`config.mk`:
```
export PLATFORM = sky130hd
export DESIGN_NAME = mc_controlunit
export DESIGN_NICKNAME = d
export VERILOG_FILES = /design/src/rtl/mc_controlunit.sv
export SDC_FILE = /design/constraint.sdc
export NUM_CORES = 1
export LEC_CHECK = 0
export CORE_MARGIN = 1
export CORE_UTILIZATION = 31
export DETAILED_ROUTE_END_ITERATION = 10
export PLACE_DENSITY = 0.77
export RECOVER_POWER = 50
export SYNTH_ARGS = -nofsm -noshare
export SYNTH_HDL_FRONTEND = slang
export SYNTH_SLANG_ARGS = --single-unit
export TNS_END_PERCENT = 5
```
`constraint.sdc`:
```
create_clock -name clk -period 3.65 [get_ports clk]
set_clock_uncertainty 0.05 [all_clocks]
set_input_delay 0.73 -clock clk [delete_from_list [all_inputs] [get_ports clk]]
set_output_delay 0.73 -clock clk [all_outputs]
set_load 0.1 [all_outputs]
```
`src/rtl/mc_controlunit.sv`:
```
// Multicycle controller for the ARM-subset datapath: state sequencing, NZCV and condition gating.
// Optional MCCU_MEMREADY_EN: FETCH, MEMREAD and MEMWRITE wait for MemReady.
module mc_controlunit (
    input  logic        clk,
    input  logic        rst_n,
    input  logic [31:0] Instr,
    input  logic [3:0]  Flags,
    input  logic        MemReady,
    output logic        PCWrite,
    output logic        AdrSrc,
    output logic        MemWrite,
    output logic        IRWrite,
    output logic [1:0]  ResultSrc,
    output logic        ALUSrcA,
    output logic [1:0]  ALUSrcB,
    output logic [2:0]  ALUControl,
    output logic [1:0]  ImmSrc,
    output logic [1:0]  RegSrc,
    output logic        RegWrite,
    output logic [3:0]  State
);

    typedef enum logic [3:0] {
        S_FETCH    = 4'd0,
        S_DECODE   = 4'd1,
        S_MEMADR   = 4'd2,
        S_MEMREAD  = 4'd3,
        S_MEMWB    = 4'd4,
        S_MEMWRITE = 4'd5,
        S_EXECUTER = 4'd6,
        S_EXECUTEI = 4'd7,
        S_ALUWB    = 4'd8,
        S_BRANCH   = 4'd9
    } state_e;

    state_e     state_q, state_d;
    logic [3:0] nzcv_q, nzcv_d;
    logic       condexr_q, condexr_d;

    logic [3:0] cond;
    logic [1:0] op;
    logic [5:0] funct;
    logic [3:0] rd;
    logic       mem_rdy;
    logic       unused_bits;

    assign cond  = Instr[31:28];
    assign op    = Instr[27:26];
    assign funct = Instr[25:20];
    assign rd    = Instr[15:12];

`ifdef MCCU_MEMREADY_EN
    assign mem_rdy     = MemReady;
    assign unused_bits = ^{Instr[19:16], Instr[11:0]};
`else
    assign mem_rdy     = 1'b1;
    assign unused_bits = ^{Instr[19:16], Instr[11:0], MemReady};
`endif

    // Next-state sequencing
    always_comb begin
        state_d = state_q;
        case (state_q)
            S_FETCH:    if (mem_rdy) state_d = S_DECODE;
            S_DECODE: begin
                case (op)
                    2'b01:   state_d = S_MEMADR;
                    2'b00:   state_d = funct[5] ? S_EXECUTEI : S_EXECUTER;
                    2'b10:   state_d = S_BRANCH;
                    default: state_d = S_FETCH;
                endcase
            end
            S_MEMADR:   state_d = funct[0] ? S_MEMREAD : S_MEMWRITE;
            S_MEMREAD:  if (mem_rdy) state_d = S_MEMWB;
            S_MEMWB:    state_d = S_FETCH;
            S_MEMWRITE: if (mem_rdy) state_d = S_FETCH;
            S_EXECUTER: state_d = S_ALUWB;
            S_EXECUTEI: state_d = S_ALUWB;
            S_ALUWB:    state_d = S_FETCH;
            S_BRANCH:   state_d = S_FETCH;
            default:    state_d = S_FETCH;
        endcase
    end

    logic next_pc, branch, reg_w, mem_w, alu_op;

    // Per-state datapath controls before condition gating
    always_comb begin
        next_pc   = 1'b0;
        branch    = 1'b0;
        reg_w     = 1'b0;
        mem_w     = 1'b0;
        alu_op    = 1'b0;
        IRWrite   = 1'b0;
        AdrSrc    = 1'b0;
        ResultSrc = 2'b00;
        ALUSrcA   = 1'b0;
        ALUSrcB   = 2'b00;
        case (state_q)
            S_FETCH: begin
                IRWrite   = mem_rdy;
                next_pc   = mem_rdy;
                ALUSrcA   = 1'b1;
                ALUSrcB   = 2'b10;
                ResultSrc = 2'b10;
            end
            S_DECODE: begin
                ALUSrcA   = 1'b1;
                ALUSrcB   = 2'b10;
                ResultSrc = 2'b10;
            end
            S_MEMADR:   ALUSrcB = 2'b01;
            S_MEMREAD:  AdrSrc  = 1'b1;
            S_MEMWB: begin
                ResultSrc = 2'b01;
                reg_w     = 1'b1;
            end
            S_MEMWRITE: begin
                AdrSrc = 1'b1;
                mem_w  = 1'b1;
            end
            S_EXECUTER: alu_op = 1'b1;
            S_EXECUTEI: begin
                alu_op  = 1'b1;
                ALUSrcB = 2'b01;
            end
            S_ALUWB:    reg_w = 1'b1;
            S_BRANCH: begin
                ALUSrcB   = 2'b01;
                ResultSrc = 2'b10;
                branch    = 1'b1;
            end
            default: ;
        endcase
    end

    logic [1:0] flag_w;
    logic       no_write;

    // ALU operation and flag-write decode
    always_comb begin
        ALUControl = 3'b000;
        flag_w     = 2'b00;
        if (alu_op) begin
            case (funct[4:1])
                4'b0100: flag_w = funct[0] ? 2'b11 : 2'b00;
                4'b0010: begin
                    ALUControl = 3'b001;
                    flag_w     = funct[0] ? 2'b11 : 2'b00;
                end
                4'b0000: begin
                    ALUControl = 3'b010;
                    flag_w     = funct[0] ? 2'b10 : 2'b00;
                end
                4'b1100: begin
                    ALUControl = 3'b011;
                    flag_w     = funct[0] ? 2'b10 : 2'b00;
                end
                4'b0001: begin
                    ALUControl = 3'b100;
                    flag_w     = funct[0] ? 2'b10 : 2'b00;
                end
                4'b1010: begin
                    ALUControl = 3'b001;
                    flag_w     = 2'b11;
                end
                default: ;
            endcase
        end
    end

    // Compare must also suppress the ALUWB register write, where ALUOp is low
    assign no_write = (op == 2'b00) && (funct[4:1] == 4'b1010);

    logic n_f, z_f, c_f, v_f, cond_ex;
    assign {n_f, z_f, c_f, v_f} = nzcv_q;

    always_comb begin
        cond_ex = 1'b1;
        case (cond)
            4'b0000: cond_ex = z_f;
            4'b0001: cond_ex = ~z_f;
            4'b0010: cond_ex = c_f;
            4'b0011: cond_ex = ~c_f;
            4'b0100: cond_ex = n_f;
            4'b0101: cond_ex = ~n_f;
            4'b0110: cond_ex = v_f;
            4'b0111: cond_ex = ~v_f;
            4'b1000: cond_ex = c_f & ~z_f;
            4'b1001: cond_ex = ~c_f | z_f;
            4'b1010: cond_ex = (n_f == v_f);
            4'b1011: cond_ex = (n_f != v_f);
            4'b1100: cond_ex = ~z_f & (n_f == v_f);
            4'b1101: cond_ex = z_f | (n_f != v_f);
            default: cond_ex = 1'b1;
        endcase
    end

    always_comb begin
        condexr_d = condexr_q;
        nzcv_d    = nzcv_q;
        if (state_q == S_DECODE) condexr_d = cond_ex;
        if (((state_q == S_EXECUTER) || (state_q == S_EXECUTEI)) && condexr_q) begin
            if (flag_w[1]) nzcv_d[3:2] = Flags[3:2];
            if (flag_w[0]) nzcv_d[1:0] = Flags[1:0];
        end
    end

    always_ff @(posedge clk or negedge rst_n) begin
        if (!rst_n) begin
            state_q   <= S_FETCH;
            nzcv_q    <= 4'b0000;
            condexr_q <= 1'b0;
        end else begin
            state_q   <= state_d;
            nzcv_q    <= nzcv_d;
            condexr_q <= condexr_d;
        end
    end

    assign PCWrite  = next_pc | (condexr_q & (branch | (reg_w & (rd == 4'hF))));
    assign RegWrite = reg_w & condexr_q & ~no_write;
    assign MemWrite = mem_w & condexr_q;
    assign ImmSrc   = op;
    assign RegSrc   = {(op == 2'b01) & ~funct[0], (op == 2'b10)};
    assign State    = 4'(state_q);

endmodule

```
==> results.cfg, run 1 <==
[run_status]
status = finished, final reports clean

[logic_synthesis]
yosysMostFrequentCell = nor2_1
ys_types = 42
syn_inst = 111
synth-seq-cells = 9
synthArstFlopShare_pct = 100
syn-num-nets = 150
syn_avg_cell_area_um2 = 7.96
syn_area_um2 = 883
synth-main-ff-cell = dfrtp_1
synth_area_leaders = dfrtp_1 (25%), nor2_1 (5.9%), xnor2_1 (5.9%), nand2b_1 (3.5%), mux2_4 (3.4%)
synth.top_cell.area_share_pct = 25.5
yosysWarnings = 0
synth_top_area_cell = dfrtp_1
synthTopCellsByCount = nor2_1 (14), dfrtp_1 (9), nand2_1 (6), xnor2_1 (6)
synth_edf_count = 0
ys_seq_area_share_pct = 25.5

[clock_network]
cts_tree = done
cts_resized = 0
numCtsBuffers = 3
cts_root_buffer = clkbuf_4
clk_latency_ns = 0.25
cts.sinks = 9
clockBufferDepth = 2
post-cts-setup-buffers = 0
h-tree-depth = 1
postCtsHoldBufs = 0
clk_pin_slew_ns = 0.06

[die]
die_h_um = 55.4
die-area_um2 = 3070
start_util_pct = 34.1
placeableCoreArea_um2 = 2590
std_cell_rows = 18
io_pins = 60
dieWidth_um = 55.4

[final_layout]
n_antenna_cell = 0
fin_nets = 188
seq_area_um2 = 225
multi_input_area_um2 = 608
drive_above_1_share_pct = 21.6
area_delta_synth_final_pct = 47.9
fin_util_pct = 50.4
nFillCells = 256

[timing]
max_clock_freq_mhz = 334
relSlewSlack_pct = 22.8
worst_pin_slew_ns = 1.16
drv_slew = 0
fin_crit_sh_pct = 82.1
period_minus_slack_ns = 3.00
hold_viol_final = 0
rsz0062_at_grt = no
finalSetupViolations = 0

[drt]
vias_per_cell = 5.21
drtAntennaViolNets = 0
wl_per_cell_um = 13.3
vias = 928
drt_iter0_markers = 19
dr.pass1.iters = 4
drt-total-wl_um = 2380
drc = 0

[critical_path]
crit_chain = dlygate4sd3_1, nor3_1, nor2b_1, and2_1, buf_12
slowest_stage = dlygate4sd3_1
worstPathRequired_ns = 2.87
cp-start-kind = primary input
crit_path_end_kind = primary output
cp.arrival_ns = 2.22
crit_path_max_fanout = 7
slowest_delay_ns = 0.65
worstSetupPathType = in2out

[global_routing]
grt_pass1_vias = 905
grt_max_degree = 16
grt_remaining_overflow = 0
busiest_layer = met2
grt_use_met2_pct = 27.4
gr-usage-all-layers_pct = 15.5
antenna_found_initial = 0
gr-usage-met3_pct = 1.41
use_met1_pct = 18.5
grt_first_pass_wirelength_um = 3850

[place]
gp_congestion = 0.813
dp_hpwl_um = 1900
port_buffers = 42

[min_path]
hold_path_class = reg2reg

[job]
cap_violations = 0
## flip-flops by register name, indices dropped and copies added (netlist names)
register and cells:
State 4, nzcv_q 4, condexr_q 1
## layer usage
layer / vias to the layer above / wire [um]
met5: - / 0
met2: 22 / 1210
met3: 2 / 83
li1: 471 / -
met1: 433 / 1070
met4: 0 / 15
## cells in the final DEF, fill, tap and decap left out, types with 2 or more instances in the layout
master and n:
o22ai_1 2, clkbuf_1 5, xnor2_1 6, clkbuf_4 3, a21oi_1 3, nand2_1 6
a31oi_1 2, nor2_1 14, dlygate4sd3_1 5, nand2b_1 5, buf_12 3, nand3b_1 4
mux2_2 2, nor3_1 5, clkdlybuf4s50_1 16, o211ai_1 2, mux2_4 2, o21ai_0 5
nor3b_1 2, inv_1 5, nor2b_1 2, buf_4 14, nor4_2 2, mux2i_1 2
dfrtp_1 9, xor2_1 2, a22oi_1 2
## cell families (layout without fill, tap and decap cells)
group           count (synthesis)  after routing  synth area share, %
mux                             6              6                 8.22
xor+xnor                        8              8                 7.93
flops                           9              9                 25.5
simple gates                   49             49                 31.2
buf+inv                        14             51                 7.65
compound gates                 25             25                 19.5
## worst max-delay path, delay by kind of cell
kind	cells	cell delay (ns)
simple gates	3	0.65
buf+inv	2	0.83
## layout make-up
type | instances | share of cell area [%]
flip-flops and latches | 9 | 17.2
multi-input cells | 88 | 46.6
well taps | 30 | 2.87
repair buffers | 42 | 29.9
inverters | 5 | 1.44
clock buffers | 4 | 2.01
## path summary, 6_finish.rpt
path	depth (start not counted)	end	from	slack (ns)
worst max-delay path	5	ALUControl[2]	Instr[22]	0.65
worst min-delay path	1	nzcv_q[2]$_DFFE_PN0P_	nzcv_q[2]$_DFFE_PN0P_	0.54
worst max register to register	4	nzcv_q[1]$_DFFE_PN0P_	State[1]$_DFF_PN0_	1.67
worst min register to register	1	nzcv_q[2]$_DFFE_PN0P_	nzcv_q[2]$_DFFE_PN0P_	0.54
max in group asynchronous	1	State[3]$_DFF_PN0_	rst_n	2.47
min in group asynchronous	1	nzcv_q[3]$_DFFE_PN0P_	rst_n	0.79
## through the flow
stage / instance area [um^2] / setup WS [ns] / std cells / TNS, ns / hold WS, ns
global route: 1310 / 0.476 / 178 / 0 / 0.563
CTS: 1320 / 0.741 / 178 / 0 / 0.537
global placement: 1290 / 0.797 / 174 / 0 / 0.490
detailed placement: 1290 / 0.745 / 174 / 0 / 0.523
floorplan: 901 / -0.733 / 111 / -3.05 / 0.384
finish: 1310 / 0.653 / 178 / 0 / 0.538
Power of run 1 is left out: the tool's default activity adds up to more than one toggle a clock period on the data nets, which glitch-free logic cannot reach.
==> inputs of run 2 (changes only) <==
- PLACE_DENSITY: 0.77 -> 0.8
- clock period: 3.65 -> 2.45 ns (I/O delays scaled with it)
==> run 2 against run 1 <==
Count of clock-buffer cells in the layout unchanged. Wire length increased by 12%. Sequential cell count unchanged. Largest cell class unchanged.
==> results.cfg, run 2 (synthesis gave the netlist of run 1 again) <==
[die]
die-area_um2 = 3070
start_util_pct = 34.1
std_cell_rows = 18
placeableCoreArea_um2 = 2590
dieWidth_um = 55.4
die_h_um = 55.4
io_pins = 60

[final_layout]
layout_commonest_cell = clkdlybuf4s50_1
fin_nets = 196
mostFrequentLayoutCells = clkdlybuf4s50_1 (17), buf_12 (16), nor2_1 (11)
layoutNonFillerInstCount = 186
n_antenna_cell = 0
drive_above_1_share_pct = 35.3
nFillCells = 206
area_delta_synth_final_pct = 85.0

[global_routing]
gr-usage-all-layers_pct = 18.1
grt_remaining_overflow = 0
grt_max_degree = 12
grt_pass1_vias = 1008
grt_first_pass_wirelength_um = 4540
antenna_found_initial = 0

[critical_path]
crit_path_max_fanout = 8
cp-start-kind = register
slowest_stage = dfrtp_1
critPathTopFamily = flip-flops
crit_path_end_kind = primary output
crit_chain = xnor2_1, or4_1, a31oi_4, buf_12
cp.arrival_ns = 1.83
worstPathRequired_ns = 1.91
slowest_delay_ns = 0.50
worstSetupPathType = reg2out
crit_buf_inv = 1

[drt]
vias = 996
wl_per_cell_um = 14.3
drc = 0
dr.pass1.iters = 4
drtAntennaViolNets = 0
drt_iter0_markers = 25
vias_per_cell = 5.35
drt-total-wl_um = 2650

[timing]
relSlewSlack_pct = 63.9
hold_viol_final = 0
drv_slew = 0
worst_pin_slew_ns = 0.544
max_clock_freq_mhz = 422
fin_crit_sh_pct = 96.8
finalSetupViolations = 0
setup_tns_ns = 0
worst_slack_ns = 0.0795
rsz0062_at_grt = no
period_minus_slack_ns = 2.37

[clock_network]
clk_latency_ns = 0.26
h-tree-depth = 1
cts.sinks = 9
clockBufferDepth = 2
cts_tree = done
clk_pin_slew_ns = 0.06
post-cts-setup-buffers = 0
postCtsHoldBufs = 0
cts_root_buffer = clkbuf_4
numCtsBuffers = 3

[place]
port_buffers = 42
post-place-cells = 182
gp_congestion = 0.741
dp_hpwl_um = 2180
dpl_worst_slack_ns = 0.0150

[run_status]
status = finished, final reports clean

[job]
cap_violations = 0

[min_path]
hold_path_class = reg2reg
run 2: changes by cell type in the layout (fill, tap and decap cells not counted), sizes merged:
| cell | previous run | this run |
|---|---|---|
| clkdlybuf4s50 | 16 | 17 |
| clkbuf | 8 | 9 |
| dlymetal6s2s | 0 | 1 |
| dlygate4sd3 | 5 | 3 |
| buf | 17 | 24 |
run 2: repair_timing:
action / CTS / global route
endpoints found under the hold margin: 0 / 0
setup endpoints to repair: 0 / 1
gates resized for setup: 0 / 3
run 2: cell type report:
type                       instances  area (um^2)  area share [%]
multi-input combinational         88          708            43.3
clock buffer                       4         26.3            1.61
sequential                         9          225            13.8
timing repair buffer              50          618            37.8
tap                               30         37.5            2.30
inverter                           5         18.8            1.15
run 2: metal layers:
layer | routed length, um | up-vias | part of all wire, % | GRT usage, %
met3 | 139 | 4 | 5.2 | 3.51
met4 | 21 | 0 | 0.79 | 6.79
met1 | 1120 | 468 | 42 | 21.4
li1 | - | 485 | - | -
met5 | 0 | - | 0 | 0
met2 | 1370 | 39 | 52 | 32.2
run 2: final timing paths:
check / from / endpoint / slack [ns] / cells past startpoint
worst max-delay path: State[2]$_DFF_PN0_ / RegWrite / 0.08 / 4
worst max register to register: State[2]$_DFF_PN0_ / nzcv_q[1]$_DFFE_PN0P_ / 0.51 / 4
worst min register to register: nzcv_q[2]$_DFFE_PN0P_ / nzcv_q[2]$_DFFE_PN0P_ / 0.53 / 1
worst min-delay path: nzcv_q[2]$_DFFE_PN0P_ / nzcv_q[2]$_DFFE_PN0P_ / 0.53 / 1
max in group asynchronous: rst_n / State[0]$_DFF_PN0_ / 1.53 / 1
min in group asynchronous: rst_n / nzcv_q[2]$_DFFE_PN0P_ / 0.54 / 1
run 2: metrics by stage:
stage | util, % | cell area [um^2] | hold slack [ns]
floorplan | - | 991 | 0.144
global placement | 63.5 | 1650 | 0.502
detailed placement | 63.5 | 1650 | 0.520
CTS | 64.5 | 1670 | 0.483
global route | 63.1 | 1630 | 0.560
finish | 63.1 | 1630 | 0.527
Power of run 2 is left out for the same reason.
==> inputs of run 3 (changes only) <==
- CELL_PAD_IN_SITES_DETAIL_PLACEMENT: not set -> 1
- CELL_PAD_IN_SITES_GLOBAL_PLACEMENT: not set -> 2
- CORE_UTILIZATION: 31 -> 16
- PLACE_DENSITY: 0.8 -> 0.81
==> run 3 against run 2 <==
Wire length grew 2.3%. Die area grew 90%. Non-clock buffer count is the same. Fmax grew 0.45%. Cell count grew 22%. Sequential share of layout area shrank 0.70 points. First-iteration DRC count grew 60%.
==> results.cfg, run 3 (synthesis gave the netlist of run 1 again) <==
[critical_path]
worstSetupPathType = in2out
slowest_delay_ns = 0.52
crit_chain = clkdlybuf4s50_1, nand2b_4, nor3_1, a31oi_4, buf_12
cp-start-kind = primary input
reg2reg_depth = 4
r2r_start = State[2]$_DFF_PN0_
cp.arrival_ns = 1.82
worstPathRequired_ns = 1.91
crit_path_end_kind = primary output
cp-startpoint = Instr[23]
crit_path_max_fanout = 6
slowest_stage = clkdlybuf4s50_1

[final_layout]
multi_input_area_um2 = 703
mostFrequentLayoutCells = clkdlybuf4s50_1 (18), buf_12 (18), nor2_1 (11)
seq_area_um2 = 225
n_antenna_cell = 0
layoutNonFillerInstCount = 226
fin_nets = 196
drive_above_1_share_pct = 34.0
nFillCells = 607
area_delta_synth_final_pct = 94.9

[timing]
rsz0062_at_grt = no
period_minus_slack_ns = 2.36
max_clock_freq_mhz = 424
worst_pin_slew_ns = 0.539
relSlewSlack_pct = 64.2
drv_slew = 0
hold_viol_final = 0
finalSetupViolations = 0
fin_crit_sh_pct = 96.3

[die]
dieWidth_um = 76.3
die_h_um = 76.3
placeableCoreArea_um2 = 5200
die-area_um2 = 5820
start_util_pct = 17.0
std_cell_rows = 26
io_pins = 60

[clock_network]
numCtsBuffers = 3
h-tree-depth = 1
clk_pin_slew_ns = 0.04
clockBufferDepth = 2
clk_latency_ns = 0.23
cts_root_buffer = clkbuf_8
cts_tree = done
post-cts-setup-buffers = 0
cts.sinks = 9

[place]
port_buffers = 42
post-place-cells = 222
gp_congestion = 0.785
dp_hpwl_um = 2250

[global_routing]
busiest_layer = met2
grt_pass1_vias = 953
gr-usage-all-layers_pct = 9.32
grt_first_pass_wirelength_um = 4490
use_met1_pct = 11.6
grt_use_met2_pct = 15.8
gr-usage-met3_pct = 1.56
grt_max_degree = 14
grt_remaining_overflow = 0
antenna_found_initial = 0

[min_path]
hold_path_depth = 1
hold_path_class = reg2reg
hold_start = nzcv_q[2]$_DFFE_PN0P_

[drt]
drt-total-wl_um = 2710
wl_per_cell_um = 12.0
drc = 0
drtAntennaViolNets = 0
vias_per_cell = 4.28
dr.pass1.iters = 4
drt_iter0_markers = 40
vias = 967

[run_status]
status = finished, final reports clean

[job]
cap_violations = 0
## run 3: cell count changes in the layout (fill, tap and decap cells not counted)
| cell | before | now |
|---|---|---|
| buf_12 | 16 | 18 |
| clkdlybuf4s50_1 | 17 | 18 |
| clkbuf_4 | 3 | 0 |
| clkbuf_8 | 0 | 3 |
| buf_4 | 8 | 7 |
| dlymetal6s2s_1 | 1 | 0 |
| clkbuf_2 | 5 | 3 |
| nor3_2 | 3 | 2 |
| nor3_1 | 0 | 1 |
| clkbuf_1 | 1 | 2 |
## run 3: final timing paths
path | to | slack, ns
setup / recovery | RegWrite | 0.09
hold / removal | nzcv_q[2]$_DFFE_PN0P_ | 0.53
setup reg to reg | nzcv_q[1]$_DFFE_PN0P_ | 0.52
hold reg to reg | nzcv_q[2]$_DFFE_PN0P_ | 0.53
max in group asynchronous | nzcv_q[2]$_DFFE_PN0P_ | 1.50
min in group asynchronous | State[2]$_DFF_PN0_ | 0.57
## run 3: repair_timing
item,in CTS,in global routing
endpoints found under the setup margin,0,1
resized for setup,0,1
hold buffers,0,0
## run 3: layout make-up
| type | instances | share of cell area, % |
|---|---|---|
| Timing Repair Buffer | 50 | 37.3 |
| Multi-Input combinational cell | 88 | 40.8 |
| Sequential cell | 9 | 13.1 |
| Tap cell | 70 | 5.09 |
| Inverter | 5 | 1.09 |
| Clock buffer | 4 | 2.62 |
## run 3: critical path, delay by kind of cell
kind | cells | cell delay, ns
compound gates | 1 | 0.13
simple gates | 2 | 0.48
buf+inv | 2 | 0.70
## run 3: through the flow
step | setup TNS, ns | util, % | cell area [um^2] | setup WS [ns] | hold WS [ns]
after floorplan | -6.64 | - | 991 | -0.774 | 0.144
after global placement | 0 | 32.6 | 1700 | 0.0487 | 0.512
after detailed placement | 0 | 32.6 | 1700 | 0.0247 | 0.518
after CTS | 0 | 33.4 | 1740 | 0.00896 | 0.511
after global routing | 0 | 33.1 | 1720 | 0.0249 | 0.568
final | 0 | 33.1 | 1720 | 0.0901 | 0.531
## run 3: layer usage
metal | wire length, um | vias up
met5 | 0 | -
met4 | 27 | 0
met3 | 141 | 2
met2 | 1310 | 26
met1 | 1240 | 454
li1 | - | 485
Power of run 3 is left out for the same reason.
